### config.mk
export PLATFORM = sky130hd
export DESIGN_NAME = ofm_send_seq
export DESIGN_NICKNAME = d
export VERILOG_FILES = /design/src/rtl/ofm_send_seq_pkg.sv /design/src/rtl/ofm_send_seq_addr_cnt.sv /design/src/rtl/ofm_send_seq.sv
export SDC_FILE = /design/constraint.sdc
export NUM_CORES = 1
export LEC_CHECK = 0
export BUFFER_PORTS_ARGS = -buffer_cell sky130_fd_sc_hd__buf_4
export CORE_ASPECT_RATIO = 0.9
export CORE_MARGIN = 2
export CORE_UTILIZATION = 35
export DETAILED_ROUTE_END_ITERATION = 10
export GPL_ROUTABILITY_DRIVEN = 0
export PLACE_DENSITY = 0.55
export SYNTH_ARGS = -nofsm -noshare
export SYNTH_HDL_FRONTEND = slang
export SYNTH_SLANG_ARGS = --single-unit
### constraint.sdc
create_clock -name clk -period 8.4 [get_ports clk]
set_input_delay 1.68 -clock clk [delete_from_list [all_inputs] [get_ports clk]]
set_output_delay 1.68 -clock clk [all_outputs]
set_load 0.01 [all_outputs]
### src/rtl/ofm_send_seq_pkg.sv
// Shared definitions for the output-feature-map send sequencer:
// FSM state encoding and default address/channel widths.
package ofm_send_seq_pkg;

  localparam int unsigned DEF_FM_ADDR_BIT = 12;
  localparam int unsigned DEF_CH_BIT      = 6;

  typedef enum logic [1:0] {
    ST_IDLE = 2'd0,
    ST_SEND = 2'd1,
    ST_DONE = 2'd2
  } state_e;

endpackage

### src/rtl/ofm_send_seq_addr_cnt.sv
// Address/channel counter pair for the send sequencer. Walks addresses
// [start, end) for each channel group 0..ch_num, address innermost.
// On load it captures the job bounds so later input changes are ignored.
module ofm_addr_cnt
  import ofm_send_seq_pkg::*;
#(
  parameter int unsigned FM_ADDR_BIT = DEF_FM_ADDR_BIT,
  parameter int unsigned CH_BIT      = DEF_CH_BIT
) (
  input  logic                   clk,
  input  logic                   rst,
  input  logic                   load_i,
  input  logic                   step_i,
  input  logic [FM_ADDR_BIT-1:0] addr_start_i,
  input  logic [FM_ADDR_BIT-1:0] addr_end_i,
  input  logic [CH_BIT-1:0]      ch_num_i,
  output logic [FM_ADDR_BIT-1:0] addr_o,
  output logic [CH_BIT-1:0]      ch_o,
  output logic                   last_o
);

  logic [FM_ADDR_BIT-1:0] addr_q, addr_d;
  logic [FM_ADDR_BIT-1:0] start_q, start_d;
  logic [FM_ADDR_BIT-1:0] end_q, end_d;
  logic [CH_BIT-1:0]      ch_q, ch_d;
  logic [CH_BIT-1:0]      chn_q, chn_d;

  // One extra bit so addr+1 is compared against end without wrapping.
  logic [FM_ADDR_BIT:0] addr_inc;
  logic                 addr_at_end;
  logic                 wrap;

  assign addr_inc    = {1'b0, addr_q} + 1'b1;
  assign addr_at_end = (addr_inc >= {1'b0, end_q});
  assign wrap        = step_i & addr_at_end;

  assign addr_o = addr_q;
  assign ch_o   = ch_q;
  assign last_o = (addr_inc == {1'b0, end_q}) && (ch_q == chn_q);

  // Next-state: load job bounds, or step address with reload/channel advance.
  always_comb begin
    addr_d  = addr_q;
    start_d = start_q;
    end_d   = end_q;
    ch_d    = ch_q;
    chn_d   = chn_q;
    if (load_i) begin
      start_d = addr_start_i;
      end_d   = addr_end_i;
      chn_d   = ch_num_i;
      addr_d  = addr_start_i;
      ch_d    = '0;
    end else if (wrap) begin
      addr_d = start_q;
      ch_d   = ch_q + 1'b1;
    end else if (step_i) begin
      addr_d = addr_inc[FM_ADDR_BIT-1:0];
    end
  end

  // Counter and latched-bound registers.
  always_ff @(posedge clk) begin
    if (rst) begin
      addr_q  <= '0;
      start_q <= '0;
      end_q   <= '0;
      ch_q    <= '0;
      chn_q   <= '0;
    end else begin
      addr_q  <= addr_d;
      start_q <= start_d;
      end_q   <= end_d;
      ch_q    <= ch_d;
      chn_q   <= chn_d;
    end
  end

endmodule

### src/rtl/ofm_send_seq.sv
// Output-feature-map send sequencer: on start, issues one read request per
// (address, channel group) with a valid/ready handshake, then pulses done.
// Optional macro OFM_SEND_STALL_CNT_EN adds a 32-bit saturating stall counter.
module ofm_send_seq
  import ofm_send_seq_pkg::*;
#(
  parameter int unsigned FM_ADDR_BIT = DEF_FM_ADDR_BIT,
  parameter int unsigned CH_BIT      = DEF_CH_BIT
) (
  input  logic                   clk,
  input  logic                   rst,
  input  logic                   start,
  input  logic [FM_ADDR_BIT-1:0] addr_start,
  input  logic [FM_ADDR_BIT-1:0] addr_end,
  input  logic [CH_BIT-1:0]      ch_num,
  output logic                   rd_valid,
  input  logic                   rd_ready,
  output logic [FM_ADDR_BIT-1:0] rd_addr,
  output logic [CH_BIT-1:0]      rd_ch,
  output logic                   rd_last,
  output logic                   busy,
  output logic                   done,
  output logic                   empty_err
`ifdef OFM_SEND_STALL_CNT_EN
  ,
  output logic [31:0]            stall_cnt
`endif
);

  state_e state_q, state_d;
  logic   err_q, err_d;
  logic   accept;
  logic   handshake;
  logic   job_empty;
  logic   cnt_last;

  assign job_empty = (addr_end <= addr_start);
  assign handshake = rd_valid & rd_ready;
  assign rd_last   = rd_valid & cnt_last;
  assign empty_err = err_q;

  ofm_addr_cnt #(
    .FM_ADDR_BIT (FM_ADDR_BIT),
    .CH_BIT      (CH_BIT)
  ) u_addr_cnt (
    .clk          (clk),
    .rst          (rst),
    .load_i       (accept),
    .step_i       (handshake),
    .addr_start_i (addr_start),
    .addr_end_i   (addr_end),
    .ch_num_i     (ch_num),
    .addr_o       (rd_addr),
    .ch_o         (rd_ch),
    .last_o       (cnt_last)
  );

  // FSM next-state and state-decoded outputs; empty jobs bypass SEND.
  always_comb begin
    state_d  = state_q;
    err_d    = err_q;
    accept   = 1'b0;
    rd_valid = 1'b0;
    busy     = 1'b0;
    done     = 1'b0;
    case (state_q)
      ST_IDLE: begin
        if (start) begin
          accept = 1'b1;
          if (job_empty) begin
            state_d = ST_DONE;
            err_d   = 1'b1;
          end else begin
            state_d = ST_SEND;
          end
        end
      end
      ST_SEND: begin
        rd_valid = 1'b1;
        busy     = 1'b1;
        if (rd_ready && cnt_last) state_d = ST_DONE;
      end
      ST_DONE: begin
        done    = 1'b1;
        state_d = ST_IDLE;
      end
      default: state_d = ST_IDLE;
    endcase
  end

  // FSM state and sticky empty-job flag.
  always_ff @(posedge clk) begin
    if (rst) begin
      state_q <= ST_IDLE;
      err_q   <= 1'b0;
    end else begin
      state_q <= state_d;
      err_q   <= err_d;
    end
  end

`ifdef OFM_SEND_STALL_CNT_EN
  logic [31:0] stall_q, stall_d;

  assign stall_cnt = stall_q;

  // Stall count: cleared per job, counts valid-without-ready, saturates.
  always_comb begin
    stall_d = stall_q;
    if (accept) begin
      stall_d = '0;
    end else if (rd_valid && !rd_ready && (stall_q != '1)) begin
      stall_d = stall_q + 32'd1;
    end
  end

  // Stall counter register.
  always_ff @(posedge clk) begin
    if (rst) stall_q <= '0;
    else     stall_q <= stall_d;
  end
`endif

endmodule

==> Yosys cells after proc, flatten, opt, wreduce, memory -nomap -nowiden <==
Index checks and enable logic that the tools add are counted.
{ "totals": {"mem_count": 0, "ram_bits": 0, "word_cells": 38, "out_inout_bits": 23, "in_bits": 34, "register_bits": 51, "latchBits": 0, "mem_bits_ro": 0} }
{ "classes": {"n_bitwise": 3, "reduce_logical": 7, "eq_ne": 6, "muxes": 11, "div": 0, "mul": 0, "n_lt_le_gt_ge": 2, "shifts": 0, "add_sub_neg": 2} }
{ "ops": {"columns": ["op", "count"], "rows": [
  ["$mux 12", 3],
  ["$add 12x1->13 const B", 1],
  ["$eq 13x12->1", 1],
  ["$ge 13x12->1", 1],
  ["$le 12x12->1", 1],
  ["$add 6x1->6 const B", 1],
  ["$eq 6x6->1", 1],
  ["$mux 2", 3],
  ["$mux 1", 4],
  ["$ne 2x2->1 const B", 2],
  ["$pmux 2 s2", 1],
  ["$and 1x1->1", 3],
  ["$reduce_and 3->1", 1],
  ["$reduce_bool 3->1", 1],
  ["$eq 2x1->1 const B", 1],
  ["$eq 2x2->1 const B", 1],
  ["$logic_and 1x1->1", 2],
  ["$logic_not 2->1", 1],
  ["$reduce_and 2->1", 1],
  ["$reduce_or 2->1", 1]
]} }

==> Depth between registers and ports, before layout <==
Gate-level depths: netlist of run 1.
{ "depth": {"ltp_word": 6, "mapped_depth": 12, "depth_no_buf": 11} }

==> Cells and area by module <==
Synthesis of run 1 repeated with hierarchy kept, for this count alone.
{ "hier_totals": {"hier_cells": 345, "area_unflattened_um2": 2975.4} }
{ "by_module_without_submodules": {"columns": ["module", "cells_per_inst", "instances", "area_each_um2"], "rows": [
  ["ofm_addr_cnt", 284, 1, 2518.7],
  ["ofm_send_seq", 61, 1, 456.7]
]} }

==> Worst setup path after synthesis of run 1 <==
Ideal clock, no wire load.
{ "synth_path": {"path_kind": "reg2out", "from": "register u_addr_cnt.addr_q[0] (netlist: u_addr_cnt.addr_o[0])", "to": "output port rd_last", "path_stages_with_launch": 10, "arrival_ns": 2.413, "path_buffers": 0, "setup_slack_ns": 4.307, "path_cell_list": "dfxtp_1 > ha_1 > nand2_1 > nor3_1 > xor2_1 > ha_1 > nand4_1 > nor4_1 > nand4_1 > nor3b_1"} }
{ "synth_between": {"elab_chain_cells": 4} }
{ "synth_lines": {"columns": ["item", "line_no", "rtl"], "rows": [
  ["from (decl)", "ofm_send_seq_addr_cnt.sv:22", "logic [FM_ADDR_BIT-1:0] addr_q, addr_d;"],
  ["from (signal assigned)", "ofm_send_seq_addr_cnt.sv:71", "addr_q <= addr_d;"],
  ["$add 12x1->13", "ofm_send_seq_addr_cnt.sv:33", "assign addr_inc = {1'b0, addr_q} + 1'b1;"],
  ["$eq 13x12->1", "ofm_send_seq_addr_cnt.sv:39", "assign last_o = (addr_inc == {1'b0, end_q}) && (ch_q == chn_q);"],
  ["$logic_and 1x1->1", "ofm_send_seq_addr_cnt.sv:39", null],
  ["$and 1x1->1", "ofm_send_seq.sv:39", "assign rd_last = rd_valid & cnt_last;"],
  ["to (decl)", "ofm_send_seq.sv:20", "output logic rd_last,"]
]} }
Every way passes these cells.

==> Worst setup path in the final report of run 1 <==
Ends and elaborated chain as after synthesis.

==> results_tabular.tex, run 1 <==
\begin{tabular}{lr}
\hline
Metric & Value \\
\hline
\multicolumn{2}{l}{\textbf{Timing}} \\
Final worst setup slack & around 3.5 ns \\
Final number of max-transition violations & 0 \\
Setup violators final & 0 \\
Worst-case headroom to the max-slew limit & 0.315 \\
FMAX & 0.203 GHz \\
Min Hold Slack & approximately 0.46 ns \\
Worst setup skew after layout & $\sim$0.0095 ns \\
Transition at the pin with the smallest max-transition slack & about 1 ns \\
RSZ-0062 raised after global routing & no \\
Post-route fraction of the period consumed by the critical path & 0.586 \\
Minimum clock period & between 4 and 5 ns \\
Post-route setup TNS & 0 ns \\
Hold Violations, Final & 0 \\
\multicolumn{2}{l}{\textbf{Floorplanning}} \\
Die W & $\sim$100 um \\
Standard cell core area & 8610 sq um \\
IO Count & 57 \\
DIE HEIGHT & slightly above 90 um \\
Die area & 9650 sq um \\
Initial Utilization & 0.361 \\
Num rows & 32 \\
\multicolumn{2}{l}{\textbf{Clocking}} \\
CTS sink cnt & between 50 and 60 \\
Buffer depth of the longest clock path & 2 \\
Clock-pin transition on the worst setup and hold timing paths & about 0.09 ns \\
H-tree depth & 2 \\
Number of gates given a new drive strength after cts & 0 \\
Clock root buffer & sky130\_fd\_sc\_hd\_\_clkbuf\_8 \\
Clock insertion delay at the later pin of the skew report & between 0.3 and 0.4 ns \\
Number of hold buffers added after cts & 0 \\
Buffer count from post-CTS setup fixing & 0 \\
Total clock buffers created by CTS & 5 \\
Clock tree from TritonCTS & done \\
\multicolumn{2}{l}{\textbf{Finish}} \\
Diodes inserted & 0 \\
Fillcell total & 890 \\
Most common library cell in the layout ignoring fill and taps & sky130\_fd\_sc\_hd\_\_nand2\_1 \\
Area grow syn2layout & 19.4\% \\
Total Nets Final & between 400 and 500 \\
Finished Layout Cells & approximately 550 \\
Share of layout cells above drive strength 1 & 0.177 \\
Commonest cells after routing, fill and taps aside & 72 x sky130\_fd\_sc\_hd\_\_nand2\_1, 58 x sky130\_fd\_sc\_hd\_\_buf\_4, 51 x sky130\_fd\_sc\_hd\_\_dfxtp\_1, 37 x sky130\_fd\_sc\_hd\_\_a21oi\_1, 33 x sky130\_fd\_sc\_hd\_\_inv\_1 \\
\multicolumn{2}{l}{\textbf{Place}} \\
HPWL after detailed placement & 6310 um \\
Worst slack at placement & about 3.9 ns \\
Placed Cells & between 500 and 600 \\
Port Buf Inserts & 56 \\
\multicolumn{2}{l}{\textbf{Global route}} \\
First-pass GRT wire length & between 10,000 and 15,000 um \\
Residual overflow from global routing & 0 \\
Number of antenna violations at the first check in global routing & 0 \\
GRT Overall Usage & 0.186 \\
Number of global-route vias before repair & 2,881 \\
Largest net degree at the start of global routing & 48 \\
\multicolumn{2}{l}{\textbf{Routing}} \\
Detailed-route vias per instance & 5.20 \\
\# DRC & 0 \\
Average wire length per cell after detail routing & approximately 15 um \\
Uppermost layer routed & met4 \\
Total routed wire length on the met1 layer & a little over 4000 um \\
Detailed route wirelength on metal3 & around 400 um \\
Count of routing violations after the opening detailed-route iteration & $\sim$150 \\
First drt pass iteration count & 4 \\
Wire length on met2 & 3820 um \\
Via total after detailed routing & approximately 2,900 \\
Post-detailed-routing wire length & roughly 8500 um \\
Antenna-violating nets left & 0 \\
\multicolumn{2}{l}{\textbf{Power and ir drop}} \\
Power per cell area & $\sim$180 nW/um\^{}2 \\
Worst supply voltage drop on vdd & 0.104 mV \\
Power, Total & about 0.66 mW \\
Lkg Pwr & around 1.6 nW \\
\multicolumn{2}{l}{\textbf{Hold path}} \\
Number of stages on the worst hold path & 2 \\
Type of the most critical hold path & flop to flop \\
\multicolumn{2}{l}{\textbf{Synthesis}} \\
Share of async-settable or async-resettable flops after synthesis & 0 \\
Sequential share of the synthesized area & 0.328 \\
Synthesized flop and latch total & 51 \\
Total number of yosys warnings & 0 \\
Cell types with the largest area share after synthesis & sky130\_fd\_sc\_hd\_\_dfxtp\_1 33\%, sky130\_fd\_sc\_hd\_\_ha\_1 10\%, sky130\_fd\_sc\_hd\_\_nand2\_1 8.7\% \\
Cell taking the most area after synthesis & sky130\_fd\_sc\_hd\_\_dfxtp\_1 \\
Post-synthesis cell area & approximately 3100 sq um \\
Number of enable flip-flop cells after synthesis & 0 \\
Mapped Cells & 389 \\
Top cell type's share of synthesized area & 0.328 \\
Syn avg cell area & about 8 sq um \\
Most used flip-flop cell after synthesis & sky130\_fd\_sc\_hd\_\_dfxtp\_1 \\
Synthesized net count & roughly 450 \\
Cell variety after synth & between 50 and 60 \\
\multicolumn{2}{l}{\textbf{Worst setup path}} \\
Maximum fanout along the worst path & 6 \\
Logic depth of the worst register-to-register path & 11 \\
Critical path capture point type & output pin \\
Worst EP required & 6.72 ns \\
Type of the worst setup path & flop to output pin \\
Crit path DAT & 3.25 ns \\
Startpoint type of the worst setup path & flop \\
\multicolumn{2}{l}{\textbf{Status}} \\
Status & finished, final reports clean \\
\multicolumn{2}{l}{\textbf{Flow run}} \\
Number of max-cap violations & 0 \\
\hline
\end{tabular}
kinds of logic after synthesis:
kind of cell,synth area share
simple gates,0.238
fa+ha+maj,0.105
flops,0.328
compound gates,0.206
buf+inv,0.0664
mux,0.00322
xor+xnor,0.0535
synth_stat cells, drive strengths merged, types with 3 or more instances:
library cell,count
a211o,3
a21boi,3
a21o,6
a21oi,37
a311oi,7
a31oi,4
and2,4
buf,6
clkbuf,14
dfxtp,51
ha,26
inv,33
nand2,72
nand3,7
nand3b,4
nand4,14
nor2,13
nor2b,4
nor3,11
nor4,10
o211ai,3
o21a,3
o21ai,6
o311ai,3
o31a,3
o31ai,6
xnor2,8
xor2,11
final timing paths:
check | from | slack, ns | endpoint
setup / recovery | u_addr_cnt.addr_o[0]$_SDFFE_PP0P_ | 3.47 | rd_last
hold / removal | u_addr_cnt.start_q[4]$_SDFFE_PP0P_ | 0.46 | u_addr_cnt.start_q[4]$_SDFFE_PP0P_
setup reg to reg | u_addr_cnt.addr_o[0]$_SDFFE_PP0P_ | 4.63 | u_addr_cnt.addr_o[10]$_SDFFE_PP0P_
hold reg to reg | u_addr_cnt.start_q[4]$_SDFFE_PP0P_ | 0.46 | u_addr_cnt.start_q[4]$_SDFFE_PP0P_
report_power, final:
part	switching (mW)	leakage (nW)	internal, mW
Sequential	0.0241	0.419	0.265
Combinational	0.115	1.17	0.0869
Clock	0.0810	0.0513	0.0875
Total	0.221	1.64	0.440
worst max-delay path, stage by stage (launching register included):
cell and delay [ns]:
sky130_fd_sc_hd__dfxtp_1 0.45, sky130_fd_sc_hd__ha_1 0.25, sky130_fd_sc_hd__nand2_1 0.15, sky130_fd_sc_hd__nor3_1 0.24
sky130_fd_sc_hd__xor2_1 0.13, sky130_fd_sc_hd__ha_1 0.31, sky130_fd_sc_hd__nand4_1 0.13, sky130_fd_sc_hd__nor4_1 0.65
sky130_fd_sc_hd__nand4_1 0.22, sky130_fd_sc_hd__nor3b_1 0.26, sky130_fd_sc_hd__buf_4 0.16
routing by layer:
metal / GRT usage / vias up
li1: - / 1468
met1: 0.251 / 1342
met2: 0.303 / 55
met3: 0.0381 / 12
met4: 0.0461 / 0
met5: 0 / -
registers in the layout (all words and copies together), names as in the netlist:
| name | flops |
|---|---|
| u_addr_cnt.end_q | 12 |
| u_addr_cnt.chn_q | 6 |
| u_addr_cnt.ch_o | 6 |
| state_q | 2 |
| u_addr_cnt.start_q | 12 |
| u_addr_cnt.addr_o | 12 |
| empty_err | 1 |
metrics by stage:
stage	utilization	cell area, sq um
3_3_place_gp	0.419	3610
3_5_place_dp	0.419	3610
2_1_floorplan	-	3110
5_1_grt	0.431	3710
4_1_cts	0.431	3710
6_report	0.431	3710
final cells by class:
cell class / count / area [sq um] / share of cell area
Multi-Input combinational cell: 285 / 1880 / 0.507
Inverter: 33 / 124 / 0.0334
Timing Repair Buffer: 58 / 435 / 0.117
Tap cell: 119 / 149 / 0.0401
Clock inverter: 1 / 30.0 / 0.00809
Sequential cell: 51 / 1020 / 0.275
Clock buffer: 6 / 72.6 / 0.0195
Power figures use the tool's default switching activity.
==> run 2: changes to the inputs <==
PLACE_DENSITY = 0.57   (was 0.55)
clock period = 4.44 ns   (was 8.4 ns; I/O delays follow)
==> results_tabular.tex, run 2 (synthesis gave the netlist of run 1 again) <==
\begin{tabular}{lr}
\hline
Metric & Value \\
\hline
\multicolumn{2}{l}{\textbf{Status}} \\
Status & finished, final reports clean (unchanged) \\
\multicolumn{2}{l}{\textbf{Floorplanning}} \\
Num rows & 32 (unchanged) \\
DIE HEIGHT & 93.4 um (unchanged) \\
Die W & 103 um (unchanged) \\
Standard cell core area & 8610 sq um (unchanged) \\
Die area & 9650 sq um (unchanged) \\
IO Count & 57 (unchanged) \\
Initial Utilization & 0.361 (unchanged) \\
\multicolumn{2}{l}{\textbf{Global route}} \\
Largest net degree at the start of global routing & 48 (unchanged) \\
GRT Overall Usage & 0.187 (was 0.186) \\
Residual overflow from global routing & 0 (unchanged) \\
Number of antenna violations at the first check in global routing & 0 (unchanged) \\
Number of global-route vias before repair & 2,741 (was 2,881) \\
First-pass GRT wire length & 13,800 um (was 14,100 um) \\
\multicolumn{2}{l}{\textbf{Hold path}} \\
Type of the most critical hold path & flop to flop (unchanged) \\
Hold\_sp & u\_addr\_cnt.start\_q[2]\$\_SDFFE\_PP0P\_ (was u\_addr\_cnt.start\_q[4]\$\_SDFFE\_PP0P\_) \\
\multicolumn{2}{l}{\textbf{Place}} \\
Port Buf Inserts & 56 (unchanged) \\
HPWL after detailed placement & 6350 um (was 6310 um) \\
Placed Cells & 548 (was 546) \\
Cell area after placement & 3630 sq um (was 3610 sq um) \\
\multicolumn{2}{l}{\textbf{Power and ir drop}} \\
Lkg Pwr & 1.64 nW (about the same) \\
Internal cell power & 0.780 mW (was 0.440 mW) \\
Power share of the combinational group & 0.321 (was 0.306) \\
Proportion of power drawn by the clock network & 0.227 (was 0.255) \\
Switching power of the nets & 0.436 mW (was 0.221 mW) \\
Sequential share of power & 0.451 (was 0.438) \\
Worst supply voltage drop on vdd & 0.179 mV (was 0.104 mV) \\
Switching share of power & 0.358 (was 0.334) \\
Power per cell area & 327 nW/um\^{}2 (was 178 nW/um\^{}2) \\
\multicolumn{2}{l}{\textbf{Timing}} \\
Post-route setup TNS & 0 ns (unchanged) \\
Setup violators final & 0 (unchanged) \\
Worst-case headroom to the max-slew limit & 0.442 (was 0.315) \\
Hold Violations, Final & 0 (unchanged) \\
Minimum clock period & a little under 4 ns \\
RSZ-0062 raised after global routing & no (unchanged) \\
Transition at the pin with the smallest max-transition slack & 0.830 ns (was 1.02 ns) \\
Post-route fraction of the period consumed by the critical path & 0.879 \\
FMAX & around 0.26 GHz \\
Final number of max-transition violations & 0 (unchanged) \\
Worst setup skew after layout & 0.0119 ns (was 0.00953 ns) \\
\multicolumn{2}{l}{\textbf{Routing}} \\
Antenna-violating nets left & 0 (unchanged) \\
Count of routing violations after the opening detailed-route iteration & 191 (was 148) \\
First drt pass iteration count & 4 (unchanged) \\
Via total after detailed routing & 2,924 (was 2,877) \\
Post-detailed-routing wire length & 8420 um (was 8470 um) \\
Average wire length per cell after detail routing & 15.1 um (was 15.3 um) \\
\# DRC & 0 (unchanged) \\
Detailed-route vias per instance & 5.26 (was 5.20) \\
\multicolumn{2}{l}{\textbf{Finish}} \\
Area grow syn2layout & 19.6\% (was 19.4\%) \\
Share of layout cells above drive strength 1 & 0.185 (was 0.177) \\
Final non-filler cell area & 3720 sq um (was 3710 sq um) \\
Most common library cell in the layout ignoring fill and taps & sky130\_fd\_sc\_hd\_\_nand2\_1 (unchanged) \\
Total Nets Final & 496 (was 494) \\
Fillcell total & 894 (was 890) \\
Diodes inserted & 0 (unchanged) \\
Commonest cells after routing, fill and taps aside & 72 x sky130\_fd\_sc\_hd\_\_nand2\_1, 60 x sky130\_fd\_sc\_hd\_\_buf\_4, 51 x sky130\_fd\_sc\_hd\_\_dfxtp\_1, 37 x sky130\_fd\_sc\_hd\_\_a21oi\_1, 33 x sky130\_fd\_sc\_hd\_\_inv\_1 (was 72 x sky130\_fd\_sc\_hd\_\_nand2\_1, 58 x sky130\_fd\_sc\_hd\_\_buf\_4, 51 x sky130\_fd\_sc\_hd\_\_dfxtp\_1, 37 x sky130\_fd\_sc\_hd\_\_a21oi\_1, 33 x sky130\_fd\_sc\_hd\_\_inv\_1) \\
Finished Layout Cells & 556 (was 553) \\
\multicolumn{2}{l}{\textbf{Clocking}} \\
CTS sink cnt & 51 (unchanged) \\
H-tree depth & 2 (unchanged) \\
Clock-pin transition on the worst setup and hold timing paths & 0.09 ns (about the same) \\
Clock root buffer & sky130\_fd\_sc\_hd\_\_clkbuf\_8 (unchanged) \\
Clock insertion delay at the later pin of the skew report & 0.32 ns (was 0.31 ns) \\
Number of hold buffers added after cts & 0 (unchanged) \\
Clock tree from TritonCTS & done (unchanged) \\
Buffer depth of the longest clock path & 2 (unchanged) \\
Total clock buffers created by CTS & 5 (unchanged) \\
\multicolumn{2}{l}{\textbf{Worst setup path}} \\
Worst setup path start & u\_addr\_cnt.addr\_o[0]\$\_SDFFE\_PP0P\_ (unchanged) \\
Startpoint type of the worst setup path & flop (unchanged) \\
Worst r2r src & u\_addr\_cnt.addr\_o[2]\$\_SDFFE\_PP0P\_ (was u\_addr\_cnt.addr\_o[0]\$\_SDFFE\_PP0P\_) \\
Maximum fanout along the worst path & 6 (unchanged) \\
Crit path DAT & 3.02 ns (was 3.25 ns) \\
Critical path capture point type & output pin (unchanged) \\
Worst EP required & 3.55 ns (was 6.72 ns) \\
Type of the worst setup path & flop to output pin (unchanged) \\
\multicolumn{2}{l}{\textbf{Flow run}} \\
Number of max-cap violations & 0 (unchanged) \\
\hline
\end{tabular}
==> run 2: cell count changes in the layout (fill, tap and decap cells not counted), sizes merged <==
cell	change
bufinv	-1
clkinv	+1
clkinvlp	+1
buf	+2
==> run 2: path summary, 6_finish.rpt <==
check | cells past startpoint | slack [ns] | to
hold reg to reg | 2 | 0.46 | u_addr_cnt.start_q[2]$_SDFFE_PP0P_
setup / recovery | 10 | 0.54 | rd_last
hold / removal | 2 | 0.46 | u_addr_cnt.start_q[2]$_SDFFE_PP0P_
setup reg to reg | 11 | 0.80 | u_addr_cnt.addr_o[4]$_SDFFE_PP0P_
==> run 2: power groups by stage <==
stage	registers (mW)	clock network (mW)	logic [mW]
floorplan	0.556	0	0.249
global placement	0.558	0	0.385
detailed placement	0.559	0	0.386
CTS	0.549	0.283	0.390
global route	0.557	0.303	0.442
finish	0.549	0.277	0.391
==> run 2: worst max-delay path: stages (launching register included) <==
cell                      delay [ns]
sky130_fd_sc_hd__dfxtp_1        0.46
sky130_fd_sc_hd__ha_1           0.25
sky130_fd_sc_hd__nand2_1        0.15
sky130_fd_sc_hd__nor3_1         0.24
sky130_fd_sc_hd__xor2_1         0.12
sky130_fd_sc_hd__ha_1           0.31
sky130_fd_sc_hd__nand4_1        0.15
sky130_fd_sc_hd__nor4_2         0.46
sky130_fd_sc_hd__nand4_1        0.18
sky130_fd_sc_hd__nor3b_1        0.24
sky130_fd_sc_hd__buf_4          0.16
==> run 2: layout make-up <==
type / count / area (sq um) / area share
sequential: 51 / 1020 / 0.275
tap: 119 / 149 / 0.0401
multi-input combinational: 285 / 1890 / 0.508
timing repair buffer: 60 / 450 / 0.121
clock buffer: 6 / 72.6 / 0.0195
clock inverter: 2 / 12.5 / 0.00337
inverter: 33 / 124 / 0.0333
==> run 2: per-layer routing <==
| metal | routed length (um) | vias up | global-route usage |
|---|---|---|---|
| met3 | 483 | 12 | 0.0463 |
| li1 | - | 1477 | - |
| met4 | 172 | 0 | 0.0548 |
| met1 | 4050 | 1365 | 0.267 |
| met5 | 0 | - | 0 |
| met2 | 3710 | 70 | 0.278 |
==> run 2: per-stage QoR <==
| stage | util | hold slack [ns] | power (mW) | worst slack [ns] |
|---|---|---|---|---|
| after floorplan | - | 0.436 | 0.805 | 1.14 |
| after global placement | 0.421 | 0.445 | 0.943 | 0.876 |
| after detailed placement | 0.421 | 0.450 | 0.945 | 0.709 |
| after CTS | 0.431 | 0.463 | 1.22 | 0.338 |
| after global routing | 0.432 | 0.482 | 1.30 | 0.182 |
| final | 0.432 | 0.459 | 1.22 | 0.537 |
==> run 2: timing repair <==
action	4_1_cts	5_1_grt
setup endpoints to repair	0	1
setup buffers	0	0
resized for setup	0	1
==> run 3: changes to the inputs <==
CTS_BUF_LIST = sky130_fd_sc_hd__clkbuf_2   (was not set)
PLACE_DENSITY = 0.59   (was 0.57)
clock period = 4.9 ns   (was 4.44 ns; I/O delays follow)
==> results_tabular.tex, run 3 (synthesis gave the netlist of run 1 again) <==
\begin{tabular}{lr}
\hline
Metric & Value \\
\hline
\multicolumn{2}{l}{\textbf{Floorplanning}} \\
IO Count & 57 (unchanged) \\
Standard cell core area & 8610 sq um (unchanged) \\
DIE HEIGHT & 93.4 um (unchanged) \\
Initial Utilization & 0.361 (unchanged) \\
Die area & 9650 sq um (unchanged) \\
Num rows & 32 (unchanged) \\
Die W & 103 um (unchanged) \\
\multicolumn{2}{l}{\textbf{Clocking}} \\
CTS sink cnt & 51 (unchanged) \\
Clock insertion delay at the later pin of the skew report & 0.44 ns (was 0.32 ns) \\
H-tree depth & 2 (unchanged) \\
Number of hold buffers added after cts & 0 (unchanged) \\
Buffer count from post-CTS setup fixing & 0 (unchanged) \\
Buffer depth of the longest clock path & 2 (unchanged) \\
Total clock buffers created by CTS & 5 (unchanged) \\
Number of gates given a new drive strength after cts & 0 (unchanged) \\
Clock-pin transition on the worst setup and hold timing paths & 0.25 ns (was 0.09 ns) \\
Clock tree from TritonCTS & done (unchanged) \\
Clock root buffer & sky130\_fd\_sc\_hd\_\_clkbuf\_2 (was sky130\_fd\_sc\_hd\_\_clkbuf\_8) \\
\multicolumn{2}{l}{\textbf{Global route}} \\
Residual overflow from global routing & 0 (unchanged) \\
Number of global-route vias before repair & 2,812 (was 2,741) \\
First-pass GRT wire length & 14,300 um (was 13,800 um) \\
Number of antenna violations at the first check in global routing & 0 (unchanged) \\
Largest net degree at the start of global routing & 48 (unchanged) \\
GRT Overall Usage & 0.189 (was 0.187) \\
\multicolumn{2}{l}{\textbf{Timing}} \\
Final number of max-transition violations & 0 (unchanged) \\
Transition at the pin with the smallest max-transition slack & 0.993 ns (was 0.830 ns) \\
Post-route setup TNS & 0 ns (unchanged) \\
Setup violators final & 0 (unchanged) \\
FMAX & approximately 0.23 GHz \\
Worst setup skew after layout & 0.0152 ns (was 0.0119 ns) \\
Hold Violations, Final & 0 (unchanged) \\
Worst-case headroom to the max-slew limit & 0.332 (was 0.442) \\
Minimum clock period & between 4 and 5 ns \\
Post-route fraction of the period consumed by the critical path & 0.896 \\
RSZ-0062 raised after global routing & no (unchanged) \\
\multicolumn{2}{l}{\textbf{Routing}} \\
First drt pass iteration count & 4 (unchanged) \\
\# DRC & 0 (unchanged) \\
Count of routing violations after the opening detailed-route iteration & 143 (was 191) \\
Via total after detailed routing & 2,914 (was 2,924) \\
Average wire length per cell after detail routing & 15.6 um (was 15.1 um) \\
Antenna-violating nets left & 0 (unchanged) \\
Post-detailed-routing wire length & 8650 um (was 8420 um) \\
Detailed-route vias per instance & 5.25 (was 5.26) \\
\multicolumn{2}{l}{\textbf{Finish}} \\
Commonest cells after routing, fill and taps aside & 72 x sky130\_fd\_sc\_hd\_\_nand2\_1, 59 x sky130\_fd\_sc\_hd\_\_buf\_4, 51 x sky130\_fd\_sc\_hd\_\_dfxtp\_1, 37 x sky130\_fd\_sc\_hd\_\_a21oi\_1, 33 x sky130\_fd\_sc\_hd\_\_inv\_1 (was 72 x sky130\_fd\_sc\_hd\_\_nand2\_1, 60 x sky130\_fd\_sc\_hd\_\_buf\_4, 51 x sky130\_fd\_sc\_hd\_\_dfxtp\_1, 37 x sky130\_fd\_sc\_hd\_\_a21oi\_1, 33 x sky130\_fd\_sc\_hd\_\_inv\_1) \\
Sequential Area & 1020 sq um (unchanged) \\
Most common library cell in the layout ignoring fill and taps & sky130\_fd\_sc\_hd\_\_nand2\_1 (unchanged) \\
Share of layout cells above drive strength 1 & 0.181 (was 0.185) \\
Area grow syn2layout & 18.4\% (was 19.6\%) \\
Diodes inserted & 0 (unchanged) \\
Area of the multi-input gates & 1880 sq um (was 1890 sq um) \\
Total Nets Final & 495 (was 496) \\
Fillcell total & 910 (was 894) \\
\multicolumn{2}{l}{\textbf{Worst setup path}} \\
Slowest library cell on the worst path & sky130\_fd\_sc\_hd\_\_nor4\_1 (was sky130\_fd\_sc\_hd\_\_dfxtp\_1) \\
Crit path DAT & 3.41 ns (was 3.02 ns) \\
Worst-path cell chain & ha\_1 > nand2\_1 > nor3\_1 > xor2\_1 > ha\_1 > nand4\_1 > nor4\_1 > nand4\_1 > nor3b\_1 > buf\_4 (was ha\_1 > nand2\_1 > nor3\_1 > xor2\_1 > ha\_1 > nand4\_1 > nor4\_2 > nand4\_1 > nor3b\_1 > buf\_4) \\
Maximum fanout along the worst path & 6 (unchanged) \\
Worst EP required & 3.92 ns (was 3.55 ns) \\
Delay of the slowest cell on the worst path & 0.65 ns (was 0.46 ns) \\
Critical path capture point type & output pin (unchanged) \\
Startpoint type of the worst setup path & flop (unchanged) \\
Type of the worst setup path & flop to output pin (unchanged) \\
\multicolumn{2}{l}{\textbf{Power and ir drop}} \\
Power, Total & 1.07 mW (was 1.22 mW) \\
Lkg Pwr & 1.63 nW (was 1.64 nW) \\
Worst supply voltage drop on vdd & 0.157 mV (was 0.179 mV) \\
Power per cell area & 292 nW/um\^{}2 (was 327 nW/um\^{}2) \\
\multicolumn{2}{l}{\textbf{Flow run}} \\
Number of max-cap violations & 0 (unchanged) \\
\multicolumn{2}{l}{\textbf{Place}} \\
Port Buf Inserts & 56 (unchanged) \\
HPWL after detailed placement & 6490 um (was 6350 um) \\
\multicolumn{2}{l}{\textbf{Hold path}} \\
Type of the most critical hold path & flop to flop (unchanged) \\
\multicolumn{2}{l}{\textbf{Status}} \\
Status & finished, final reports clean (unchanged) \\
\hline
\end{tabular}
## run 3: per-layer routing
layer,wire length (um),track usage
met3,508,0.0306
met1,4100,0.263
met2,3960,0.306
met5,0,0
met4,80,0.0417
## run 3: layout make-up
cell class | count | area share
Sequential cell | 51 | 0.277
Clock inverter | 3 | 0.0105
Inverter | 33 | 0.0336
Timing Repair Buffer | 59 | 0.120
Tap cell | 119 | 0.0404
Clock buffer | 5 | 0.00680
Multi-Input combinational cell | 285 | 0.511
## run 3: metrics by stage
| stage | worst slack (ns) | cell area (sq um) | std cells | hold WS (ns) | util |
|---|---|---|---|---|---|
| after floorplan | 1.51 | 3110 | 389 | 0.436 | - |
| after global placement | 1.23 | 3620 | 547 | 0.445 | 0.420 |
| after detailed placement | 1.05 | 3620 | 547 | 0.447 | 0.420 |
| after CTS | 0.484 | 3680 | 555 | 0.475 | 0.428 |
| after global routing | 0.0630 | 3680 | 555 | 0.487 | 0.428 |
| final | 0.508 | 3680 | 555 | 0.473 | 0.428 |
## run 3: worst max-delay path, delay by kind of cell, from the launching register on
| family | cells | cell delay, ns |
|---|---|---|
| fa+ha+maj | 2 | 0.56 |
| xor+xnor | 1 | 0.12 |
| flops | 1 | 0.51 |
| simple gates | 6 | 1.63 |
| buf+inv | 1 | 0.15 |
## run 3: final timing paths
| path | from | to | slack, ns | cells after the start |
|---|---|---|---|---|
| hold / removal | u_addr_cnt.start_q[2]$_SDFFE_PP0P_ | u_addr_cnt.start_q[2]$_SDFFE_PP0P_ | 0.47 | 2 |
| hold reg to reg | u_addr_cnt.start_q[2]$_SDFFE_PP0P_ | u_addr_cnt.start_q[2]$_SDFFE_PP0P_ | 0.47 | 2 |
| setup / recovery | u_addr_cnt.addr_o[0]$_SDFFE_PP0P_ | rd_last | 0.51 | 10 |
| setup reg to reg | u_addr_cnt.addr_o[0]$_SDFFE_PP0P_ | u_addr_cnt.addr_o[4]$_SDFFE_PP0P_ | 1.13 | 11 |
## run 3: power by group
| part | internal [mW] | total [mW] | switching (mW) | leakage (nW) |
|---|---|---|---|---|
| clock network | 0.0838 | 0.223 | 0.140 | 0.0404 |
| registers | 0.457 | 0.500 | 0.0438 | 0.419 |
| logic | 0.151 | 0.351 | 0.200 | 1.18 |
